`src/rtl/const_map_pkg.sv`:
```
// rtl/const_map_pkg.sv - shared widths, address map and FSM encoding for the constellation mapper
package const_map_pkg;

  localparam int NCARR_DEF  = 256;
  localparam int DW_DEF     = 8;
  localparam int MAXB_DEF   = 15;
  localparam int CONSTW_DEF = 9;

  localparam int CNUMW_DEF  = $clog2(NCARR_DEF);
  localparam int CONFAW_DEF = $clog2(2 * NCARR_DEF + 2);
  localparam int BW_DEF     = $clog2(MAXB_DEF + 1);

  typedef enum logic [1:0] {
    ST_IDLE  = 2'd0,
    ST_FETCH = 2'd1,
    ST_EMIT  = 2'd2
  } state_e;

  // Bit-loading table sits at 0, carrier-number table at ncarr, then two scalars.
  function automatic int addr_used(input int ncarr);
    return 2 * ncarr;
  endfunction

  function automatic int addr_fast(input int ncarr);
    return 2 * ncarr + 1;
  endfunction

endpackage

```
`src/rtl/bit_accum.sv`:
```
// rtl/bit_accum.sv - LSB-first bit accumulator: byte append above held bits, pop of the b lowest bits
module bit_accum #(
  parameter int DW   = 8,
  parameter int MAXB = 15,
  parameter int BW   = 4,
  parameter int AW   = MAXB + DW - 1,
  parameter int CW   = $clog2(AW + 1)
) (
  input  logic            clk,
  input  logic            reset,
  input  logic            clr_i,
  input  logic            push_i,
  input  logic [DW-1:0]   push_data_i,
  input  logic            pop_i,
  input  logic [BW-1:0]   pop_b_i,
  output logic [CW-1:0]   count_o,
  output logic [MAXB-1:0] bits_o
);

  logic [AW-1:0] acc_q, acc_d;
  logic [CW-1:0] cnt_q, cnt_d;

  always_comb begin
    acc_d = acc_q;
    cnt_d = cnt_q;
    if (clr_i) begin
      acc_d = '0;
      cnt_d = '0;
    end else if (push_i) begin
      acc_d = acc_q | (AW'(push_data_i) << cnt_q);
      cnt_d = cnt_q + CW'(DW);
    end else if (pop_i) begin
      acc_d = acc_q >> pop_b_i;
      cnt_d = cnt_q - CW'(pop_b_i);
    end
  end

  always_ff @(posedge clk or posedge reset) begin
    if (reset) begin
      acc_q <= '0;
      cnt_q <= '0;
    end else begin
      acc_q <= acc_d;
      cnt_q <= cnt_d;
    end
  end

  assign count_o = cnt_q;
  assign bits_o  = acc_q[MAXB-1:0];

endmodule

```
`src/rtl/const_map_engine.sv`:
```
// rtl/const_map_engine.sv - DMT constellation mapper: pulls bits per tone from fast/interleaved bytes, emits X/Y
module const_map_engine
  import const_map_pkg::*;
#(
  parameter int NCARR    = NCARR_DEF,
  parameter int DW       = DW_DEF,
  parameter int MAXB     = MAXB_DEF,
  parameter int CONSTW   = CONSTW_DEF,
  localparam int CNUMW   = $clog2(NCARR),
  localparam int CONFAW  = $clog2(2 * NCARR + 2),
  localparam int BW      = $clog2(MAXB + 1),
  localparam int ACW     = $clog2(MAXB + DW)
) (
  input  logic              clk,
  input  logic              reset,
  input  logic              fast_valid_i,
  output logic              fast_ready_o,
  input  logic [DW-1:0]     fast_data_i,
  input  logic              inter_valid_i,
  output logic              inter_ready_o,
  input  logic [DW-1:0]     inter_data_i,
  input  logic              we_conf_i,
  input  logic [CONFAW-1:0] addr_i,
  input  logic [CNUMW-1:0]  conf_data_i,
  input  logic              sym_start_i,
  output logic              busy_o,
  output logic              sym_done_o,
  output logic              cfg_err_o,
  output logic              xy_valid_o,
  input  logic              xy_ready_i,
  output logic [CNUMW-1:0]  carrier_num_o,
  output logic [CONSTW-1:0] x_o,
  output logic [CONSTW-1:0] y_o
);

  logic [BW-1:0]    bitload_mem [NCARR];
  logic [CNUMW-1:0] carrier_mem [NCARR];

  state_e            state_q, state_d;
  logic [CNUMW-1:0]  used_q, used_d, fastb_q, fastb_d, fcnt_q, fcnt_d, k_q, k_d, cnum_q, cnum_d;
  logic [CONSTW-1:0] x_q, x_d, y_q, y_d, xm, ym;
  logic              done_q, done_d, err_q, err_d;
  logic [BW-1:0]     b_raw, b_eff;
  logic [ACW-1:0]    acc_cnt;
  logic [MAXB-1:0]   acc_bits, sx, sy;
  logic              need, use_fast, push, pop, clr, cfg_ok, cfg_bad;
  logic [DW-1:0]     push_data;
  logic [CNUMW:0]    k_next;
  logic [CNUMW-1:0]  carr_idx;
  int                px, py;

  assign busy_o   = (state_q != ST_IDLE);
  assign cfg_ok   = we_conf_i && !busy_o && (addr_i <= CONFAW'(addr_fast(NCARR)));
  assign cfg_bad  = we_conf_i && (busy_o || (addr_i > CONFAW'(addr_fast(NCARR))));
  assign carr_idx = CNUMW'(addr_i - CONFAW'(NCARR));

  always_ff @(posedge clk) begin
    if (cfg_ok && (addr_i < CONFAW'(NCARR)))
      bitload_mem[addr_i[CNUMW-1:0]] <= conf_data_i[BW-1:0];
    if (cfg_ok && (addr_i >= CONFAW'(NCARR)) && (addr_i < CONFAW'(addr_used(NCARR))))
      carrier_mem[carr_idx] <= conf_data_i;
  end

  // A one-bit tone cannot form a point, so it degrades to an empty tone.
  assign b_raw     = bitload_mem[k_q];
  assign b_eff     = (b_raw == BW'(1)) ? '0 : b_raw;
  assign need      = (acc_cnt < ACW'(b_eff));
  assign use_fast  = (fcnt_q < fastb_q);
  assign push_data = use_fast ? fast_data_i : inter_data_i;
  assign k_next    = {1'b0, k_q} + (CNUMW+1)'(1);

  bit_accum #(.DW(DW), .MAXB(MAXB), .BW(BW), .CW(ACW)) u_accum (
    .clk         (clk),
    .reset       (reset),
    .clr_i       (clr),
    .push_i      (push),
    .push_data_i (push_data),
    .pop_i       (pop),
    .pop_b_i     (b_eff),
    .count_o     (acc_cnt),
    .bits_o      (acc_bits)
  );

  // X takes v(b-1),v(b-3).. and Y v(b-2),v(b-4).. above a constant 1; clamping repeats the sign bit.
  always_comb begin
    xm = '0;
    ym = '0;
    px = 0;
    py = 0;
    sx = '0;
    sy = '0;
    if (b_eff != '0) begin
      xm[0] = 1'b1;
      ym[0] = 1'b1;
      for (int j = 1; j < CONSTW; j++) begin
        px = (b_eff[0] ? 0 : 1) + 2 * (j - 1);
        py = (b_eff[0] ? 1 : 0) + 2 * (j - 1);
        if (px > int'(b_eff) - 1) px = int'(b_eff) - 1;
        if (py > int'(b_eff) - 2) py = int'(b_eff) - 2;
        sx = acc_bits >> px;
        sy = acc_bits >> py;
        xm[j] = sx[0];
        ym[j] = sy[0];
      end
    end
  end

  always_comb begin
    state_d       = state_q;
    used_d        = used_q;
    fastb_d       = fastb_q;
    fcnt_d        = fcnt_q;
    k_d           = k_q;
    cnum_d        = cnum_q;
    x_d           = x_q;
    y_d           = y_q;
    done_d        = 1'b0;
    err_d         = err_q | cfg_bad;
    clr           = 1'b0;
    push          = 1'b0;
    pop           = 1'b0;
    fast_ready_o  = 1'b0;
    inter_ready_o = 1'b0;
    if (cfg_ok && (addr_i == CONFAW'(addr_used(NCARR)))) used_d  = conf_data_i;
    if (cfg_ok && (addr_i == CONFAW'(addr_fast(NCARR)))) fastb_d = conf_data_i;
    unique case (state_q)
      ST_IDLE: begin
        if (sym_start_i) begin
          if (used_q != '0) begin
            state_d = ST_FETCH;
            k_d     = '0;
            fcnt_d  = '0;
            clr     = 1'b1;
          end else begin
            done_d = 1'b1;
          end
        end
      end
      ST_FETCH: begin
        if (b_raw == BW'(1)) err_d = 1'b1;
        if (need) begin
          fast_ready_o  = use_fast;
          inter_ready_o = !use_fast;
          push          = use_fast ? fast_valid_i : inter_valid_i;
          if (push && use_fast) fcnt_d = fcnt_q + CNUMW'(1);
        end else begin
          state_d = ST_EMIT;
          x_d     = xm;
          y_d     = ym;
          cnum_d  = carrier_mem[k_q];
        end
      end
      ST_EMIT: begin
        if (xy_ready_i) begin
          pop = 1'b1;
          if (k_next < {1'b0, used_q}) begin
            k_d     = k_next[CNUMW-1:0];
            state_d = ST_FETCH;
          end else begin
            state_d = ST_IDLE;
            done_d  = 1'b1;
          end
        end
      end
      default: state_d = ST_IDLE;
    endcase
  end

  always_ff @(posedge clk or posedge reset) begin
    if (reset) begin
      state_q <= ST_IDLE;
      used_q  <= '0;
      fastb_q <= '0;
      fcnt_q  <= '0;
      k_q     <= '0;
      cnum_q  <= '0;
      x_q     <= '0;
      y_q     <= '0;
      done_q  <= 1'b0;
      err_q   <= 1'b0;
    end else begin
      state_q <= state_d;
      used_q  <= used_d;
      fastb_q <= fastb_d;
      fcnt_q  <= fcnt_d;
      k_q     <= k_d;
      cnum_q  <= cnum_d;
      x_q     <= x_d;
      y_q     <= y_d;
      done_q  <= done_d;
      err_q   <= err_d;
    end
  end

  assign xy_valid_o    = (state_q == ST_EMIT);
  assign sym_done_o    = done_q;
  assign cfg_err_o     = err_q;
  assign x_o           = x_q;
  assign y_o           = y_q;
  assign carrier_num_o = cnum_q;

endmodule

```
`config.mk`:
```
export PLATFORM = sky130hd
export DESIGN_NAME = const_map_engine
export DESIGN_NICKNAME = d
export VERILOG_FILES = /design/src/rtl/const_map_pkg.sv /design/src/rtl/bit_accum.sv /design/src/rtl/const_map_engine.sv
export SDC_FILE = /design/constraint.sdc
export NUM_CORES = 2
export LEC_CHECK = 0
export ABC_CLOCK_PERIOD_IN_PS = 6000
export BUFFER_PORTS_ARGS = -buffer_cell sky130_fd_sc_hd__buf_2
export CAP_MARGIN = 0
export CORE_MARGIN = 2
export CORE_UTILIZATION = 48
export CTS_CLUSTER_SIZE = 12
export DETAILED_ROUTE_END_ITERATION = 10
export GPL_ROUTABILITY_DRIVEN = 0
export PLACE_DENSITY = 0.75
export SLEW_MARGIN = 20
export SYNTH_ARGS = -nofsm -noshare
export SYNTH_HDL_FRONTEND = slang
export SYNTH_SLANG_ARGS = --single-unit
```
`constraint.sdc`:
```
create_clock -name clk -period 6 [get_ports clk]
set_input_delay 0.9 -clock clk [delete_from_list [all_inputs] [get_ports clk]]
set_output_delay 0.9 -clock clk [all_outputs]
set_load 0.05 [all_outputs]
```
# After elaboration in Yosys (flattened, before gate mapping)
# Memories as Yosys holds them, arrays and structs flattened. A register that Yosys moved wholly into a read port is not among the register bits.
# Cells that the tools add are included.
dict set report classes {
  add_sub_neg 21
  muxes 81
  shift 18
  n_mul 0
  eq_ne 12
  n_lt_le_gt_ge 24
  bitwise_logic 3
  reduce_logical 23
  div_mod_pow 0
}
# operator count
set ops {}
lappend ops {{$mux 32} 32}
lappend ops {{$shr 15x32->1} 16}
lappend ops {{$gt 32x32->1} 14}
lappend ops {{$add 32x5->32 const B} 6}
lappend ops {{$add 32x4->32 const B} 4}
lappend ops {{$mux 22} 3}
lappend ops {{$add 32x3->32 const B} 2}
lappend ops {{$gt 6x32->1} 2}
lappend ops {{$mux 8} 7}
lappend ops {{$pmux 8 s2} 2}
lappend ops {{$mux 1} 25}
lappend ops {{$or 22x22->22} 1}
lappend ops {{$shl 8x5->22} 1}
lappend ops {{$shr 22x4->22} 1}
lappend ops {{$eq 10x10->1 const B} 2}
lappend ops {{$mux 9} 2}
lappend ops {{$mux 5} 3}
lappend ops {{$add 1x4->5 const B} 2}
lappend ops {{$ge 10x9->1 const B} 1}
lappend ops {{$gt 10x10->1 const B} 1}
lappend ops {{$le 10x10->1 const B} 1}
lappend ops {{$lt 10x10->1 const B} 1}
lappend ops {{$lt 10x9->1 const B} 1}
lappend ops {{$ne 2x2->1 const B} 5}
lappend ops {{31 further kinds} 47}
dict set report word_totals {
  latchBits 0
  rom_bits 0
  n_memories 2
  wordCells 195
  out_inout_bits 32
  ramBits 3072
  ff_bits 81
}
# memory depth width rd rd_clocked_by_memory_dff wr line
set mem_list {}
lappend mem_list {carrier_mem 256 8 1 1 1 const_map_engine.sv:37} ;# logic [CNUMW-1:0] carrier_mem [NCARR];
lappend mem_list {bitload_mem 256 4 1 0 1 const_map_engine.sv:36} ;# logic [BW-1:0] bitload_mem [NCARR];

# Depth between registers and ports, before layout
# An unclocked memory read counts as a cell.
dict set report logic_depth {
  depth_word 10
  mapped_depth 27
  ltp_nobuf 20
}

# Modules after synthesis
# From an unflattened synthesis, not the netlist that was laid out.
dict set report unflattened {
  cells_unflattened 6050
  hier_area_um2 126769.1
}
# module cells_each area_per_inst_um2 instances seq_area_each_um2
set by_module_without_submodules {}
lappend by_module_without_submodules {const_map_engine 5691 123617.3 1 93774.9}
lappend by_module_without_submodules {bit_accum 359 3151.8 1 675.6}

# Least setup slack after synthesis
# No wires, ideal clock.
dict set report synth_timing {
  kind {reg2out}
  start {register k_q[0]}
  end {output port inter_ready_o}
  setup_slack_ns 0.253
  t_arrival_ns 4.847
  required_time_ns 5.100
  n_path_buf 5
  path_stages_with_launch 19
  path_cell_list {dfrtp_1 > buf_4 > buf_2 > mux4_2 > a22oi_1 > a21oi_1 > o41ai_1 > o31ai_1 > or2_1 > buf_2 > inv_2 > clkbuf_1 > buf_2 > ha_1 > a21o_1 > a21o_1 > a211oi_1 > nand2_1 > nor2b_1}
}
dict set report synth_between {
  elab_chain_cells 6
}
# element line
set synth_rtl {}
lappend synth_rtl {{start, declared} const_map_engine.sv:40} ;# logic [CNUMW-1:0] used_q, used_d, fastb_q, fastb_d, fcnt_q, fcnt_d, k_q, k_d, cnum_q, cnum_d;
lappend synth_rtl {{start signal, assigned} const_map_engine.sv:186} ;# k_q <= k_d;
lappend synth_rtl {{$mem_v2 256x4 (*)} n/a}
lappend synth_rtl {{$eq 4x1->1} const_map_engine.sv:66} ;# assign b_eff = (b_raw == BW'(1)) ? '0 : b_raw;
lappend synth_rtl {{$mux 4 (*)} const_map_engine.sv:66}
lappend synth_rtl {{$lt 5x4->1 (*)} const_map_engine.sv:67} ;# assign need = (acc_cnt < ACW'(b_eff));
lappend synth_rtl {{$mux 1 (*)} const_map_engine.sv:141} ;# if (need) begin
lappend synth_rtl {{$mux 1 (*)} const_map_engine.sv:126} ;# unique case (state_q)
lappend synth_rtl {{end, declared} const_map_engine.sv:20} ;# output logic inter_ready_o,
# Mark *: on every way between the ends. The rest lies on a longest branch, timed or not.

# Worst setup path after layout
dict set report layout_timing {
  start {register k_q[3]}
  end {output port inter_ready_o}
}
# The elaborated chain is that of the path after synthesis.

==> out/results.md <==
| Metric | This run |
|---|---|
| Highest clock rate | 162 MHz |
| Unrepaired setup endpoints after global routing | yes |
| Area growth syn-to-layout | 11.9% |
| Clock edge transition at the registers on the reported setup and hold paths | 0.06 ns |
| # DRC | 0 |
| Overall die height | 517 um |
| Antenna violation net count after detailed routing | 0 |
| Share of the yosys chip area belonging to registers | 74.9% |
| Final core utilization | 53.9% |
| Crit path DAT | 5.27 ns |
| P per Cell Area | 362 nW/um^2 |
| Die Area | 267000 um^2 |
| CTS max path bufs | 4 |
| Synthesized instance count | 6143 |
| Number of H-tree levels | 5 |
| Routed wire per std cell | 31.4 um |
| Share of layout cells above drive strength 1 | 26.0% |
| Worst reg2reg path depth | 25 |
| All-Layer GR Usage | 23.6% |
| Post-synthesis cell type count | 80 |
| Class of the worst hold path | input pin to flip-flop |
| Required time of the worst setup path | 5.10 ns |
| Final HPWL DP | 185000 um |
| Clock buffers created by TritonCTS | 328 |
| Final cell count without fillers | 10.1k |
| Number of placed instances with taps included | 9537 |
| CTS tree | yes |
| Root cell of the clock tree | clkbuf_16 |
| Path type of the worst setup path | flip-flop to output port |
| Critical path fanouts, max | 17 |
| Highest-count cells in the layout ignoring fill and taps | edfxtp_1, mux4_2, nor2_1 |
| Leakage | 43.0 nW |
| Period utilisation layout | 103% |
| Critical path capture point type | output port |
| Number of synthesized register bits | 3160 |
| Largest net degree at the start of global routing | 174 |
| Insertion delay to the later sink of the worst-skew pair | 0.95 ns |
| Final hold viol count | 0 |
| Failing checks | setup timing |
| Synthesized netlist net count | 6210 |
| Global-route wire length before repair | 458000 um |
| Number of stages on the worst hold path | 2 |
| Async set-reset flop share out of synthesis | 2.78% |
| Standard-cell rows | 188 |
| Residual overflow from global routing | 0 |
| Slew at the pin with the worst max-slew slack | 1.21 ns |
| VDD IR max | 349 uV |
| Critical Path Source Type | flip-flop |
| Number of input and output port buffers inserted | 72 |
| Total number of yosys warnings | 0 |
| Antenna violations before repair | 15 |
| DRT Pass-1 Iters | 6 |
| Most frequent standard cell in the layout excluding fill and tap cells | edfxtp_1 |
| Slew Limit Fails | 0 |
| Worst clock skew on the final layout | 0.0774 ns |
| Via count | 64.6k |
| Ratio of routed vias to standard cells | 6.42 |
| Number of top-level pins | 73 |
| Area of the mapped netlist | 126000 um^2 |
| Number of endpoints failing setup at the final stage | 2 |
| Max-cap violations | 0 |
| Tmin final | 6.17 ns |
| Clk sinks | 3160 |
| Status | finished with violations |
| Initial core utilization | 48.2% |
| Die span in x | 517 um |
| Number of synthesized flops with an enable pin | 3072 |
| Most common flop cell mapped by yosys | edfxtp_1 |
| DRT iter0 DRCs | 9392 |
| Routed wire length | 316000 um |
| Slew headroom | 19.4% |
| Core ar. | 262000 um^2 |
| Final worst slack | -0.172 ns |
| Average cell area after synthesis | 20.5 um^2 |
| Final net count | 6464 |
| Via count of the first global-routing pass | 64.5k |
==> timing repair <==
item	4_1_cts	5_1_grt
setup buffers	33	4
resized for setup	97	10
pin swaps	18	4
hold buffers	1	0
cloned	10	0
setup endpoints to repair	2	2
hold endpoints to repair	27	0
==> through the flow <==
| step | setup TNS (ns) | worst slack, ns | area, um^2 | hold slack (ns) | power, mW |
|---|---|---|---|---|---|
| after floorplan | 0 | 0.253 | 126000 | 0.479 | 30.6 |
| after global placement | 0 | 0.108 | 131000 | 0.463 | 33.0 |
| after detailed placement | 0 | 0.115 | 131000 | 0.479 | 33.1 |
| after CTS | -0.0887 | -0.0456 | 141000 | 0.290 | 51.2 |
| after global routing | -0.521 | -0.289 | 141000 | 0.321 | 52.5 |
| final | -0.291 | -0.172 | 141000 | 0.347 | 51.1 |
==> flip-flops by register name (all words and copies together) (netlist names) <==
name	count
u_accum.count_o	5
y_o	8
bitload_mem	1024
used_q	8
u_accum.acc_q	22
x_o	9
fastb_q	8
k_q	8
fcnt_q	8
cfg_err_o	1
sym_done_o	1
carrier_num_o	8
state_q	2
carrier_mem	2048
==> critical path: stages, from the launching register on <==
cell and delay, ns:
dfrtp_4 0.51, buf_4 0.28, nor2_1 0.49, buf_4 0.33, a22oi_2 0.09, a21oi_1 0.28, or4_4 0.20, nand2_2 0.07
nor4b_4 0.14, buf_4 0.18, buf_4 0.14, a31oi_4 0.16, ha_2 0.19, inv_1 0.06, a21o_1 0.18, a21o_1 0.18
a211oi_2 0.23, nand2_2 0.16, nor2b_2 0.17, buf_6 0.13, buf_12 0.13
==> routing by layer <==
layer	vias up	routed length, um	GRT usage (%)
li1	25853	-	-
met1	33678	116000	32.3
met2	4250	152000	37.1
met3	780	33600	5.03
met4	2	13600	9.56
met5	-	19	0
==> cell type report <==
type	instances	area, um^2
diodes	5	12.5
clock inverters	42	248
clock buffers	430	8750
inverters	43	176
well taps	3515	4400
fillers	18980	121000
repair buffers	313	3030
flip-flops and latches	3160	94500
multi-input cells	2551	30100
==> cell usage after synthesis, types with 42 or more instances <==
library cell | count | area share [%]
a22oi_1 | 84 | 0.50
mux2_2 | 42 | 0.37
nand2_1 | 173 | 0.51
buf_2 | 104 | 0.41
nor2_1 | 586 | 1.7
edfxtp_1 | 3072 | 73
nand3_1 | 87 | 0.35
a21oi_1 | 81 | 0.32
mux2i_1 | 167 | 1.3
clkbuf_1 | 238 | 0.71
dfrtp_1 | 88 | 1.7
o21ai_0 | 64 | 0.25
mux4_2 | 888 | 16
==> cell families (layout without fill, tap and decap cells) <==
kind of cell             Yosys count  in the layout  share of synthesized area, %
XOR/XNOR                          16             16                         0.117
buffers and inverters            432            828                          1.53
adder cells (fa/ha/maj)           26             26                         0.264
other                              0              5                             0
flip-flops                      3160           3160                          74.9
multiplexers                    1098           1098                          17.6
AND/OR/NAND/NOR                  999            999                          3.38
AO/OA/AOI/OAI                    412            412                          2.28
==> power by group <==
part           switching, mW  total [mW]  internal (mW)
Clock                   7.87        18.0           10.1
Sequential             0.315        24.7           24.4
Combinational           4.66        8.44           3.78
==> final timing paths <==
| check | from | end | slack (ns) |
|---|---|---|---|
| setup / recovery | k_q[3] | inter_ready_o | -0.17 |
| hold / removal | xy_ready_i | state_q[1] | 0.35 |
| setup reg to reg | k_q[3] | u_accum.acc_q[10] | 0.49 |
| hold reg to reg | y_o[3] | y_o[3] | 0.49 |
| max in group asynchronous | reset | fcnt_q[6] | 4.20 |
| min in group asynchronous | reset | k_q[3] | 0.55 |
Note: power is estimated with default switching activity, not from simulation.
